<file path="config.mk">
export PLATFORM = sky130hd
export DESIGN_NAME = tdm_fir_scheduler
export DESIGN_NICKNAME = d
export VERILOG_FILES = /design/src/rtl/tdm_pkg.sv /design/src/rtl/tdm_fir_scheduler_tag_delay.sv /design/src/rtl/tdm_fir_scheduler.sv
export SDC_FILE = /design/constraint.sdc
export NUM_CORES = 1
export LEC_CHECK = 0
export BUFFER_PORTS_ARGS = -buffer_cell sky130_fd_sc_hd__buf_4
export CORE_MARGIN = 5
export CORE_UTILIZATION = 57
export DETAILED_ROUTE_END_ITERATION = 8
export PLACE_DENSITY = 0.89
export SLEW_MARGIN = 20
export SYNTH_ARGS = -nofsm -noshare
export SYNTH_HDL_FRONTEND = slang
export SYNTH_HIERARCHICAL = 1
export SYNTH_SLANG_ARGS = --single-unit
</file>
<file path="constraint.sdc">
create_clock -name clk -period 3.9 [get_ports clk]
set_input_delay 0.78 -clock clk [delete_from_list [all_inputs] [get_ports clk]]
set_output_delay 0.78 -clock clk [all_outputs]
set_load 0.1 [all_outputs]
</file>
<file path="src/rtl/tdm_pkg.sv">
// Shared TDM definitions: channel tag type, tag record and slot wrap helper.
// Used by the scheduler, and by the serializer/deserializer and FIR that
// share the same channel numbering.
package tdm_pkg;

    // System-wide channel count; the tag width follows from it. Every block
    // sharing these tags must be built for a channel count with this width.
    localparam int TDM_MAX_CHANNELS = 4;
    localparam int TDM_CH_W         = $clog2(TDM_MAX_CHANNELS);

    typedef logic [TDM_CH_W-1:0] tdm_ch_t;

    typedef struct packed {
        logic    v;
        tdm_ch_t ch;
    } tdm_tag_t;

    // Round-robin successor: wraps after the last channel, never past it.
    function automatic tdm_ch_t next_slot(input tdm_ch_t s, input tdm_ch_t last);
        return (s == last) ? '0 : s + tdm_ch_t'(1);
    endfunction

endpackage

</file>
<file path="src/rtl/tdm_fir_scheduler_tag_delay.sv">
// Fixed-depth shift register for per-sample side information. It runs every
// cycle so that anything already in flight always reaches the far end.
module tdm_tag_delay #(
    parameter int  DEPTH = 8,
    parameter type T     = logic
) (
    input  logic clk,
    input  logic reset,
    input  T     tag,
    output T     delayed
);

    T stage [DEPTH];

    // Shift one stage per clock; reset empties the whole line.
    always_ff @(posedge clk) begin
        if (reset) begin
            for (int i = 0; i < DEPTH; i++) begin
                stage[i] <= '0;
            end
        end else begin
            stage[0] <= tag;
            for (int i = 1; i < DEPTH; i++) begin
                stage[i] <= stage[i-1];
            end
        end
    end

    assign delayed = stage[DEPTH-1];

endmodule

</file>
<file path="src/rtl/tdm_fir_scheduler.sv">
// Round-robin TDM front/back end for one shared, pipelined FIR. Each channel
// owns a one-sample hold register; the slot owner's sample is issued with its
// channel tag, the tag rides a delay line matched to the FIR, and the returning
// result is steered back to the originating channel.
module tdm_fir_scheduler
    import tdm_pkg::*;
#(
    parameter int  NUM_CHANNELS = 4,
    parameter int  DATA_WIDTH   = 16,
    parameter int  FIR_LATENCY  = 8,
    localparam int CH_W         = $clog2(NUM_CHANNELS)
) (
    input  logic                               clk,
    input  logic                               reset,
    input  logic                               enable,
    input  logic [NUM_CHANNELS-1:0]            in_valid,
    input  logic [NUM_CHANNELS*DATA_WIDTH-1:0] in_data,
    output logic [NUM_CHANNELS-1:0]            in_ready,
    output logic                               fir_in_valid,
    output logic [DATA_WIDTH-1:0]              fir_in_data,
    output logic [CH_W-1:0]                    fir_in_ch,
    input  logic                               fir_out_valid,
    input  logic [DATA_WIDTH-1:0]              fir_out_data,
    output logic [NUM_CHANNELS-1:0]            out_valid,
    output logic [NUM_CHANNELS*DATA_WIDTH-1:0] out_data,
    output logic [CH_W-1:0]                    slot,
    output logic                               sync_err
);

    localparam tdm_ch_t LAST_CH = tdm_ch_t'(NUM_CHANNELS - 1);

    logic [CH_W-1:0]       slot_q;
    logic [DATA_WIDTH-1:0] in_word [NUM_CHANNELS];
    logic [DATA_WIDTH-1:0] hold    [NUM_CHANNELS];
    logic [NUM_CHANNELS-1:0] hold_v;
    logic [DATA_WIDTH-1:0] result  [NUM_CHANNELS];
    logic                  issue;
    tdm_tag_t              tag_in;
    tdm_tag_t              tag_out;
    logic [CH_W-1:0]       tag_ch;

    // Flat views of the packed per-channel buses.
    for (genvar c = 0; c < NUM_CHANNELS; c++) begin : g_lanes
        assign in_word[c]                            = in_data[c*DATA_WIDTH +: DATA_WIDTH];
        assign out_data[c*DATA_WIDTH +: DATA_WIDTH] = result[c];
    end

    assign slot   = slot_q;
    assign issue  = enable & hold_v[slot_q];
    assign tag_in = '{v: fir_in_valid, ch: tdm_ch_t'(fir_in_ch)};
    assign tag_ch = CH_W'(tag_out.ch);

    // Slot counter: advances only while enabled, wrapping after the last channel.
    always_ff @(posedge clk) begin
        // NOTE: registers are updated with <= so every block sees pre-edge values.
        if (reset) begin
            slot_q <= '0;
        end else if (enable) begin
            slot_q <= CH_W'(next_slot(tdm_ch_t'(slot_q), LAST_CH));
        end
    end

    // A full hold register still accepts when it is being issued this cycle.
    always_comb begin
        // NOTE: default first so no path through the block leaves a bit unassigned (no latch).
        in_ready = '0;
        for (int c = 0; c < NUM_CHANNELS; c++) begin
            in_ready[c] = ~hold_v[c] | (enable & (slot_q == CH_W'(c)));
        end
    end

    // Hold registers and the issue register; capture wins over the issue clear.
    always_ff @(posedge clk) begin
        if (reset) begin
            // NOTE: the small hold array is reset too, so no sample data survives reset.
            for (int c = 0; c < NUM_CHANNELS; c++) begin
                hold[c] <= '0;
            end
            hold_v       <= '0;
            fir_in_valid <= 1'b0;
            fir_in_data  <= '0;
            fir_in_ch    <= '0;
        end else begin
            fir_in_valid <= issue;
            if (issue) begin
                fir_in_data <= hold[slot_q];
                fir_in_ch   <= slot_q;
            end
            for (int c = 0; c < NUM_CHANNELS; c++) begin
                if (in_valid[c] & in_ready[c]) begin
                    hold[c]   <= in_word[c];
                    hold_v[c] <= 1'b1;
                end else if (issue && (slot_q == CH_W'(c))) begin
                    hold_v[c] <= 1'b0;
                end
            end
        end
    end

    // Channel tags follow the samples through a line as deep as the FIR.
    tdm_tag_delay #(
        .DEPTH (FIR_LATENCY),
        .T     (tdm_tag_t)
    ) u_tag_line (
        .clk     (clk),
        .reset   (reset),
        .tag     (tag_in),
        .delayed (tag_out)
    );

    // Egress: steer each tagged result home; flag strobe/tag disagreement.
    always_ff @(posedge clk) begin
        if (reset) begin
            for (int c = 0; c < NUM_CHANNELS; c++) begin
                result[c] <= '0;
            end
            out_valid <= '0;
            sync_err  <= 1'b0;
        end else begin
            out_valid <= '0;
            if (tag_out.v) begin
                result[tag_ch]    <= fir_out_data;
                out_valid[tag_ch] <= 1'b1;
            end
            if (fir_out_valid != tag_out.v) begin
                sync_err <= 1'b1;
            end
        end
    end

endmodule

</file>
**Yosys cells after proc, flatten, opt, wreduce, memory -nomap -nowiden**

Memories as Yosys holds them, arrays and structs flattened. A register that Yosys moved wholly into a read port is not among the register bits.
Index checks and enable logic that the tools add are counted.

- Latch bits: 0
- Memories kept: 3
- Memory bits (writable): 152
- Input bits: 88
- Output and inout port bits: 94
- Register bits: 14
- Memory bits (read-only): 0

Memories:

| memory | depth | width | rd ports | clocked after Yosys merged registers in | wr ports | line | source |
|---|---|---|---|---|---|---|---|
| hold | 4 | 16 | 1 | 1 | 4 | tdm_fir_scheduler.sv:34 | `logic [DATA_WIDTH-1:0] hold [NUM_CHANNELS];` |
| result | 4 | 16 | 4 | 0 | 4 | tdm_fir_scheduler.sv:36 | `logic [DATA_WIDTH-1:0] result [NUM_CHANNELS];` |
| u_tag_line.stage | 8 | 3 | 8 | 0 | 8 | tdm_fir_scheduler_tag_delay.sv:13 | `T stage [DEPTH];` |

- Reduce and logical (&&, ||, !) cells: 12
- $mul: 0
- Eq/ne operators: 4
- Shift operators: 0
- Bitwise gates (word level): 30
- Multiplexer cells: 46
- Add/sub/neg operators: 1
- Div/mod/pow operators: 0
- Magnitude comparators: 3

Operators with widths:

| cell | number |
|---|---|
| 16-bit two-way mux | 5 |
| 1-bit two-way mux | 29 |
| 3-bit two-way mux | 8 |
| 1-bit bitwise OR | 16 |
| 16-bit OR reduction | 1 |
| 1-bit AND | 9 |
| 2-bit nonzero test | 4 |
| 2-bit by 3-bit < comparator with 1-bit output, second input constant | 2 |
| 1-bit logical AND | 5 |
| 1-bit inverter | 5 |
| 2-bit equality test, second input constant | 2 |
| 2-bit two-way mux | 2 |
| 2-bit by 1-bit adder with 2-bit output, second input constant | 1 |
| 1-bit binary-select mux with 2-bit select | 1 |
| 1-bit demux with 2-bit select | 1 |
| 2-bit by 1-bit equality test with 1-bit output, second input constant | 1 |
| 2-bit by 1-bit >= comparator with 1-bit output, second input constant | 1 |
| 2-bit zero test | 1 |
| 2-bit OR reduction | 1 |
| 1-bit inequality test | 1 |

**Logic depth before layout (Yosys ltp)**

Gate-level depths: netlist of run 1.

- Word-level depth: 8
- Gate-level depth with buffers: 8
- Gate-level depth less buffers: 6

**Modules after synthesis**

The synthesis of run 1 kept the hierarchy.

By module, submodules not included:

| module | cells each | seq. area each (um2) | area an instance (um2) | times used |
|---|---|---|---|---|
| tdm_fir_scheduler | 419 | 4444.3 | 6348.6 | 1 |
| tdm_tag_delay | 50 | 480.5 | 693.2 | 1 |

**Least setup slack after synthesis of run 1**

No wires, ideal clock.

- Path kind: register to register
- Start point: reg slot_q[0], in the netlist slot[0]
- End point: mem hold[2][0], enable pin
- Period minus slack after synthesis: 2.942 ns
- Cell stages (with the launch flop): 7
- Arrival: 2.576 ns
- Setup slack: 0.958 ns
- Required time: 3.534 ns
- Path buffers: 1
- Setup time: 0.366 ns
- Path through: dfxtp_1 > buf_2 > inv_1 > ha_1 > a21bo_2 > nand2_1 > nand2b_1

RTL lines:

| what | line | source |
|---|---|---|
| from (decl) | tdm_fir_scheduler.sv:32 | `logic [CH_W-1:0] slot_q;` |
| from (signal assigned) | tdm_fir_scheduler.sv:59 | `slot_q <= CH_W'(next_slot(tdm_ch_t'(slot_q), LAST_CH));` |
| to (decl) | tdm_fir_scheduler.sv:34 |  |

**Final worst setup path of run 1**

- Start point: reg slot_q[0], in the netlist slot[0]
- End point: out in_ready[0]

- Word-level cells in the longest chain between the ends: 3

RTL lines:

| what | line | source |
|---|---|---|
| 2-bit zero test | tdm_fir_scheduler.sv:68 | `in_ready[c] = ~hold_v[c] \| (enable & (slot_q == CH_W'(c)));` |
| 1-bit AND | tdm_fir_scheduler.sv:68 |  |
| 1-bit bitwise OR | tdm_fir_scheduler.sv:68 |  |
| to (decl) | tdm_fir_scheduler.sv:18 | `output logic [NUM_CHANNELS-1:0] in_ready,` |

Every way passes these cells.

==> results of run 1 <==
## sequential cells by signal (all words and copies together) (netlist names)
signal,cells
fir_in_data,16
fir_in_ch,2
out_valid,4
hold_v,4
hold,64
fir_in_valid,1
result,64
sync_err,1
u_tag_line/stage,24
slot,2
## how the worst max path moves through the flow
stage	from	to	cells after the start
final	slot[0]	in_ready[0]	4
after global routing	slot[0]	in_ready[0]	4
after CTS	slot[0]	in_ready[0]	4
after detailed placement	reset	result[1][11]	5
after global placement	reset	result[1][7]	5
after floorplan	slot[0]	hold[2][0]	6
## layout by cell type (no fill, tap or decap)
| cell type | n |
|---|---|
| inv_6 | 3 |
| bufinv_16 | 3 |
| nor2_1 | 27 |
| nor3b_2 | 1 |
| a21bo_2 | 4 |
| nand2b_1 | 4 |
| inv_1 | 6 |
| buf_4 | 186 |
| edfxtp_1 | 128 |
| xor2_1 | 1 |
| a31oi_1 | 4 |
| dfxtp_1 | 54 |
| mux2_2 | 2 |
| nor2b_1 | 9 |
| mux2i_1 | 20 |
| clkinvlp_4 | 1 |
| or2_2 | 3 |
| and3b_1 | 2 |
| a22o_1 | 1 |
| nor2b_2 | 14 |
| nand2_1 | 9 |
| clkbuf_8 | 1 |
| ha_1 | 4 |
| a22oi_1 | 1 |
| clkbuf_16 | 17 |
| and2_1 | 129 |
| and2b_1 | 4 |
| clkinv_4 | 4 |
| and3_1 | 1 |
| a31o_2 | 1 |
| clkinv_2 | 3 |
| mux4_2 | 16 |
## logic make-up (layout without fill, tap and decap cells)
group / Yosys count / count (layout) / share of synthesized area [%]
buffers and inverters: 30 / 224 / 2.185
and+or+nand+nor: 203 / 203 / 17.48
xor gates and xnor gates: 1 / 1 / 0.1244
adders and majority gates: 4 / 4 / 0.7108
DFF: 182 / 182 / 69.94
AOI/OAI and AO/OA: 11 / 11 / 1.279
muxes: 38 / 38 / 8.280
## cell type report
class | instances | share of cell area [%]
Clock buffer | 18 | 4.810
Clock inverter | 14 | 1.905
Inverter | 6 | 0.2467
Multi-Input combinational cell | 257 | 21.50
Sequential cell | 182 | 53.94
Tap cell | 168 | 2.302
Timing Repair Buffer | 186 | 15.29
## power by group through the flow
| stage | clock network, W | logic, W | registers, W |
|---|---|---|---|
| floorplan | 0 | 0.000212 | 0.00251 |
| global placement | 0 | 0.000650 | 0.00224 |
| detailed placement | 0 | 0.000661 | 0.00225 |
| CTS | 0.00177 | 0.000663 | 0.00221 |
| global route | 0.00185 | 0.000691 | 0.00222 |
| finish | 0.00175 | 0.000658 | 0.00221 |
## stage by stage
step / hold slack [ps] / cells / power, W
final: 431.7 / 831 / 0.004616
after global routing: 458.7 / 831 / 0.004763
after CTS: 436.7 / 831 / 0.004646
after detailed placement: 422.0 / 799 / 0.002912
after global placement: 416.5 / 799 / 0.002895
after floorplan: 410.9 / 469 / 0.002717
## cells in the mapped netlist
cell type / number / area, µm²
a21bo_2: 4 / 40.04
nor2b_1: 9 / 56.30
edfxtp_1: 128 / 3844
buf_6: 4 / 45.04
ha_1: 4 / 50.05
buf_2: 9 / 45.04
nand2b_1: 4 / 25.02
and2_1: 129 / 807.0
nand2_1: 9 / 33.78
a22oi_1: 1 / 7.510
mux2i_1: 20 / 200.2
dfxtp_1: 54 / 1081
nor3b_2: 1 / 12.51
and3b_1: 2 / 17.52
a31oi_1: 4 / 25.02
and2b_1: 4 / 30.03
mux2_2: 2 / 22.52
xor2_1: 1 / 8.760
inv_1: 6 / 22.52
or2_2: 3 / 18.77
nor2_1: 27 / 101.4
and3_1: 1 / 6.260
clkbuf_1: 11 / 41.29
nor2b_2: 14 / 122.6
a31o_2: 1 / 8.760
mux4_2: 16 / 360.4
a22o_1: 1 / 8.760
## layer usage
| layer | vias to the layer above | part of all wire, % |
|---|---|---|
| li1 | 1978 | - |
| met3 | 15 | 8.3 |
| met4 | 0 | 1.4 |
| met2 | 203 | 52 |
| met5 | - | 0 |
| met1 | 2061 | 38 |
==> flow_summary.ini, run 1 <==
[setup_path]
crit_chain = inv_1 -> ha_1 -> a21bo_2 -> buf_4
worstPathRequired_ps = 3120
path_buf_inv = 2
critPathKind = flip-flop to output pin
r2r_slack_ps = 1410
end_kind = output pin
start_kind = flip-flop
cp_max_fo = 15
slowest_stage = dfxtp_1
worstReg2RegEnd = fir_in_data[6]
reg2reg_depth = 4
max_stage_delay_ps = 790
r2r-start = slot[0]
crit_family = flip-flops
cp.arrival_ps = 2060

[clocking]
h-tree-depth = 4
cts-root-buf = clkbuf_16
cts_sinks = 182
clk_latency_ps = 420
hold_buffers = 0
cts_buffers = 17
clk_pin_slew_worst_paths_ps = 70
postCtsResizedCells = 0
cts_setup_buffers = 0
cts_tree = done
clockBufferDepth = 2

[detailed_routing]
via_per_inst = 5.123
routed_wl_um = 15020
drcViolationCount = 0
detail-route-antenna-nets = 0
drt-pass1-iter-count = 4
wire_per_inst_um = 18.07
drtIter0Drc = 223
vias = 4257

[sta]
hold_viol_final = 0
tns_ps = 0
setup_ws_ps = 1055
setup_viol_count_final = 0
rsz0062_at_grt = no
slew_headroom_pct = 27.63
finalClockSkew_ps = 11.72
slew_violations = 0
fin_crit_ps = 2845
worst_pin_slew_ps = 1086
fmax_mhz = 351.5
layout_worst_path_cycle_share_pct = 72.94

[grt]
grt_usage_pct = 21.48
grt_pass1_vias = 4462
use_met2_pct = 37.37
grt-ovfl-total = 0
grt_pass1_wl_um = 23530
grt_use_met3_pct = 5.688
use_met1_pct = 25.36
top_usage_layer = met2
antenna_found_initial = 0
grt_max_degree = 45

[floorplan]
fp.dieW_um = 121.2
start_util_pct = 58.38
die_area_mm2 = 0.01468
rows = 40
core-area_mm2 = 0.01206
fp.dieH_um = 121.2
pin_count = 182

[min_path]
hp-start = u_tag_line/stage[5][2]
min_to = u_tag_line/stage[6][2]
hold_class = flip-flop to flip-flop
hold_depth = 1

[job]
drv_cap = 0

[place]
place_area_mm2 = 0.008517
dp_hpwl_um = 10710
pre_cts_ws_ps = 1197
gp_congestion = 0.8176
io_buffers = 181

[logic_synthesis]
ys_types = 27
ys_ff_latch = 182
synth_area_mm2 = 0.007042
syn_inst = 469
synthesis.nets = 561
ys_seq_area_share_pct = 69.94
yosys_warnings = 6
syn_area_per_cell_um2 = 15.01

[final_layout]
n_fill_cell = 696
finalNetCount = 742
regArea_mm2 = 0.004925
drive_above_1_share_pct = 39.06
num_antenna_cells = 0
fin_util_pct = 75.70
finalInstanceArea_mm2 = 0.009130
area_delta_synth_final_pct = 29.66
multi_input_comb_area_mm2 = 0.001963

[power_and_ir_drop]
p_int_w = 0.003399
clkPwrFrac_pct = 37.9
powerDensity_mw_per_mm2 = 505.5
pwr-share-comb_pct = 14.3
p_seq_share_pct = 47.9
swShare_pct = 26.36
ir_drop_v = 0.0003428
p_sw_w = 0.001217
leakagePower_nw = 3.853

[status]
status = finished, final reports clean
(Power assumes the default switching activity.)
==> run 2, diff against run 1 <==
--- a/config.mk
+++ b/config.mk
@@ -7,9 +7,9 @@
 export LEC_CHECK = 0
 export BUFFER_PORTS_ARGS = -buffer_cell sky130_fd_sc_hd__buf_4
 export CORE_MARGIN = 5
-export CORE_UTILIZATION = 57
+export CORE_UTILIZATION = 53
 export DETAILED_ROUTE_END_ITERATION = 8
-export PLACE_DENSITY = 0.89
+export PLACE_DENSITY = 0.84
 export SLEW_MARGIN = 20
 export SYNTH_ARGS = -nofsm -noshare
 export SYNTH_HDL_FRONTEND = slang
==> constraint.sdc (replaced) <==
create_clock -name clk -period 2.74 [get_ports clk]
set_input_delay 0.548 -clock clk [delete_from_list [all_inputs] [get_ports clk]]
set_output_delay 0.548 -clock clk [all_outputs]
set_load 0.1 [all_outputs]
==> run 2 against run 1 <==
  * Design area is 0.30% higher
  * Cell count up 1.7%
  * Register-to-register slack lost 930 ps
  * Sequential power grew 43%
  * Critical path depth unchanged
  * Critical endpoint is now in_ready[2]
  * Die area rose by 6.9%
  * Sequential share of layout area decreased by 0.13 points
  * Critical path type unchanged
==> flow_summary.ini, run 2 (synthesized netlist as in run 1, its figures left out) <==
[floorplan]
die_area_mm2 = 0.01569
pin_count = 182
fp.dieH_um = 125.3
start_util_pct = 53.60
rows = 42
fp.dieW_um = 125.3
core-area_mm2 = 0.01314

[clocking]
cts_setup_buffers = 0
cts_tree = done
h-tree-depth = 4
cts_sinks = 182
clockBufferDepth = 2
clk_latency_ps = 430
cts-root-buf = clkbuf_16
cts_buffers = 17
postCtsResizedCells = 0
hold_buffers = 0
clk_pin_slew_worst_paths_ps = 70

[setup_path]
worstReg2RegEnd = hold[2][13]
critPathKind = flip-flop to output pin
reg2reg_depth = 5
start_kind = flip-flop
cp.arrival_ps = 1890
r2r_slack_ps = 480
worstPathRequired_ps = 2190
end_kind = output pin
worstSetupStartpoint = slot[1]
r2r-start = slot[1]
cp_max_fo = 12

[final_layout]
drive_above_1_share_pct = 39.91
finalNetCount = 748
fin_cells = 845
layout_common_cells = buf_4, and2_1, edfxtp_1, dfxtp_1, nor2_1
fin_util_pct = 69.70
final_common_cell = buf_4
reg_top3 = hold (64), result (64), u_tag_line/stage (24)
num_antenna_cells = 0
area_delta_synth_final_pct = 30.05

[sta]
setup_viol_count_final = 0
slew_violations = 0
fmax_mhz = 410.2
worst_pin_slew_ps = 1093
fin_crit_ps = 2438
finalClockSkew_ps = 9.545
tns_ps = 0
rsz0062_at_grt = no
hold_viol_final = 0
layout_worst_path_cycle_share_pct = 88.98
slew_headroom_pct = 27.17

[place]
dpl.cell_count = 813
dp_hpwl_um = 11010
io_buffers = 181
gp_congestion = 0.7989

[grt]
use_met2_pct = 34.99
grt_usage_pct = 20.35
grt-ovfl-total = 0
use_met1_pct = 23.52
grt_pass1_wl_um = 24320
grt_pass1_vias = 4514
grt_use_met3_pct = 6.866
top_usage_layer = met2
antenna_found_initial = 0
grt_max_degree = 44

[power_and_ir_drop]
leakagePower_nw = 3.852
powerDensity_mw_per_mm2 = 705.6
ir_drop_v = 0.0003778

[detailed_routing]
drcViolationCount = 0
wire_per_inst_um = 18.51
vias = 4299
drt-pass1-iter-count = 4
via_per_inst = 5.088
routed_wl_um = 15640
drtIter0Drc = 297
detail-route-antenna-nets = 0

[job]
drv_cap = 0

[min_path]
hold_depth = 3
min_to = hold_v[1]
hold_class = input pin to flip-flop
hp-start = in_valid[1]

[status]
status = finished, final reports clean
## run 2: changes by cell type in the layout (fill, tap and decap cells not counted), sizes merged
cell	before	now
clkinvlp	1	5
clkinv	7	5
bufinv	3	2
inv	9	8
buf	186	192
## run 2: where the power goes
| part | total [W] | leakage (nW) | internal, W | switching [W] |
|---|---|---|---|---|
| Clock | 0.00237 | 0.269 | 0.00135 | 0.00102 |
| Combinational | 0.000949 | 1.79 | 0.000288 | 0.000661 |
| Sequential | 0.00315 | 1.79 | 0.00309 | 0.0000610 |
## run 2: worst max-delay path, stage by stage (launching register included)
cell and delay [ps]:
dfxtp_2 480, buf_4 280, ha_1 200, a21bo_2 200, buf_4 310
## run 2: layout make-up
cell class                      count  area, µm²
Timing Repair Buffer              192       1441
Clock buffer                       18      429.2
Sequential cell                   182       4927
Inverter                            6      22.52
Clock inverter                     14      151.4
Fill cell                         876       3980
Multi-Input combinational cell    257       1966
Tap cell                          176      220.2
## run 2: per-stage QoR
stage          hold slack [ps]  total power, W  instance area (µm²)  worst slack, ps
2_1_floorplan            410.9        0.003868                 7044            180.4
3_3_place_gp             417.2        0.004130                 8574            562.2
3_5_place_dp             423.0        0.004154                 8574            496.5
4_1_cts                  366.1        0.006507                 9155            292.0
5_1_grt                  380.8        0.006676                 9158            230.1
6_report                 384.1        0.006462                 9158            302.0
## run 2: worst max path at each step
stage | depth (start not counted) | end
floorplan | 6 | hold[0][0]
global placement | 5 | hold[2][0]
detailed placement | 5 | fir_in_data[3]
CTS | 4 | in_ready[2]
global route | 4 | in_ready[2]
finish | 4 | in_ready[2]
## run 2: routing by layer
layer  share of wire [%]  up-vias
li1                    -     1996
met1                  36     2047
met2                  52      232
met3                 9.9       24
met4                 1.5        0
met5                   0        -
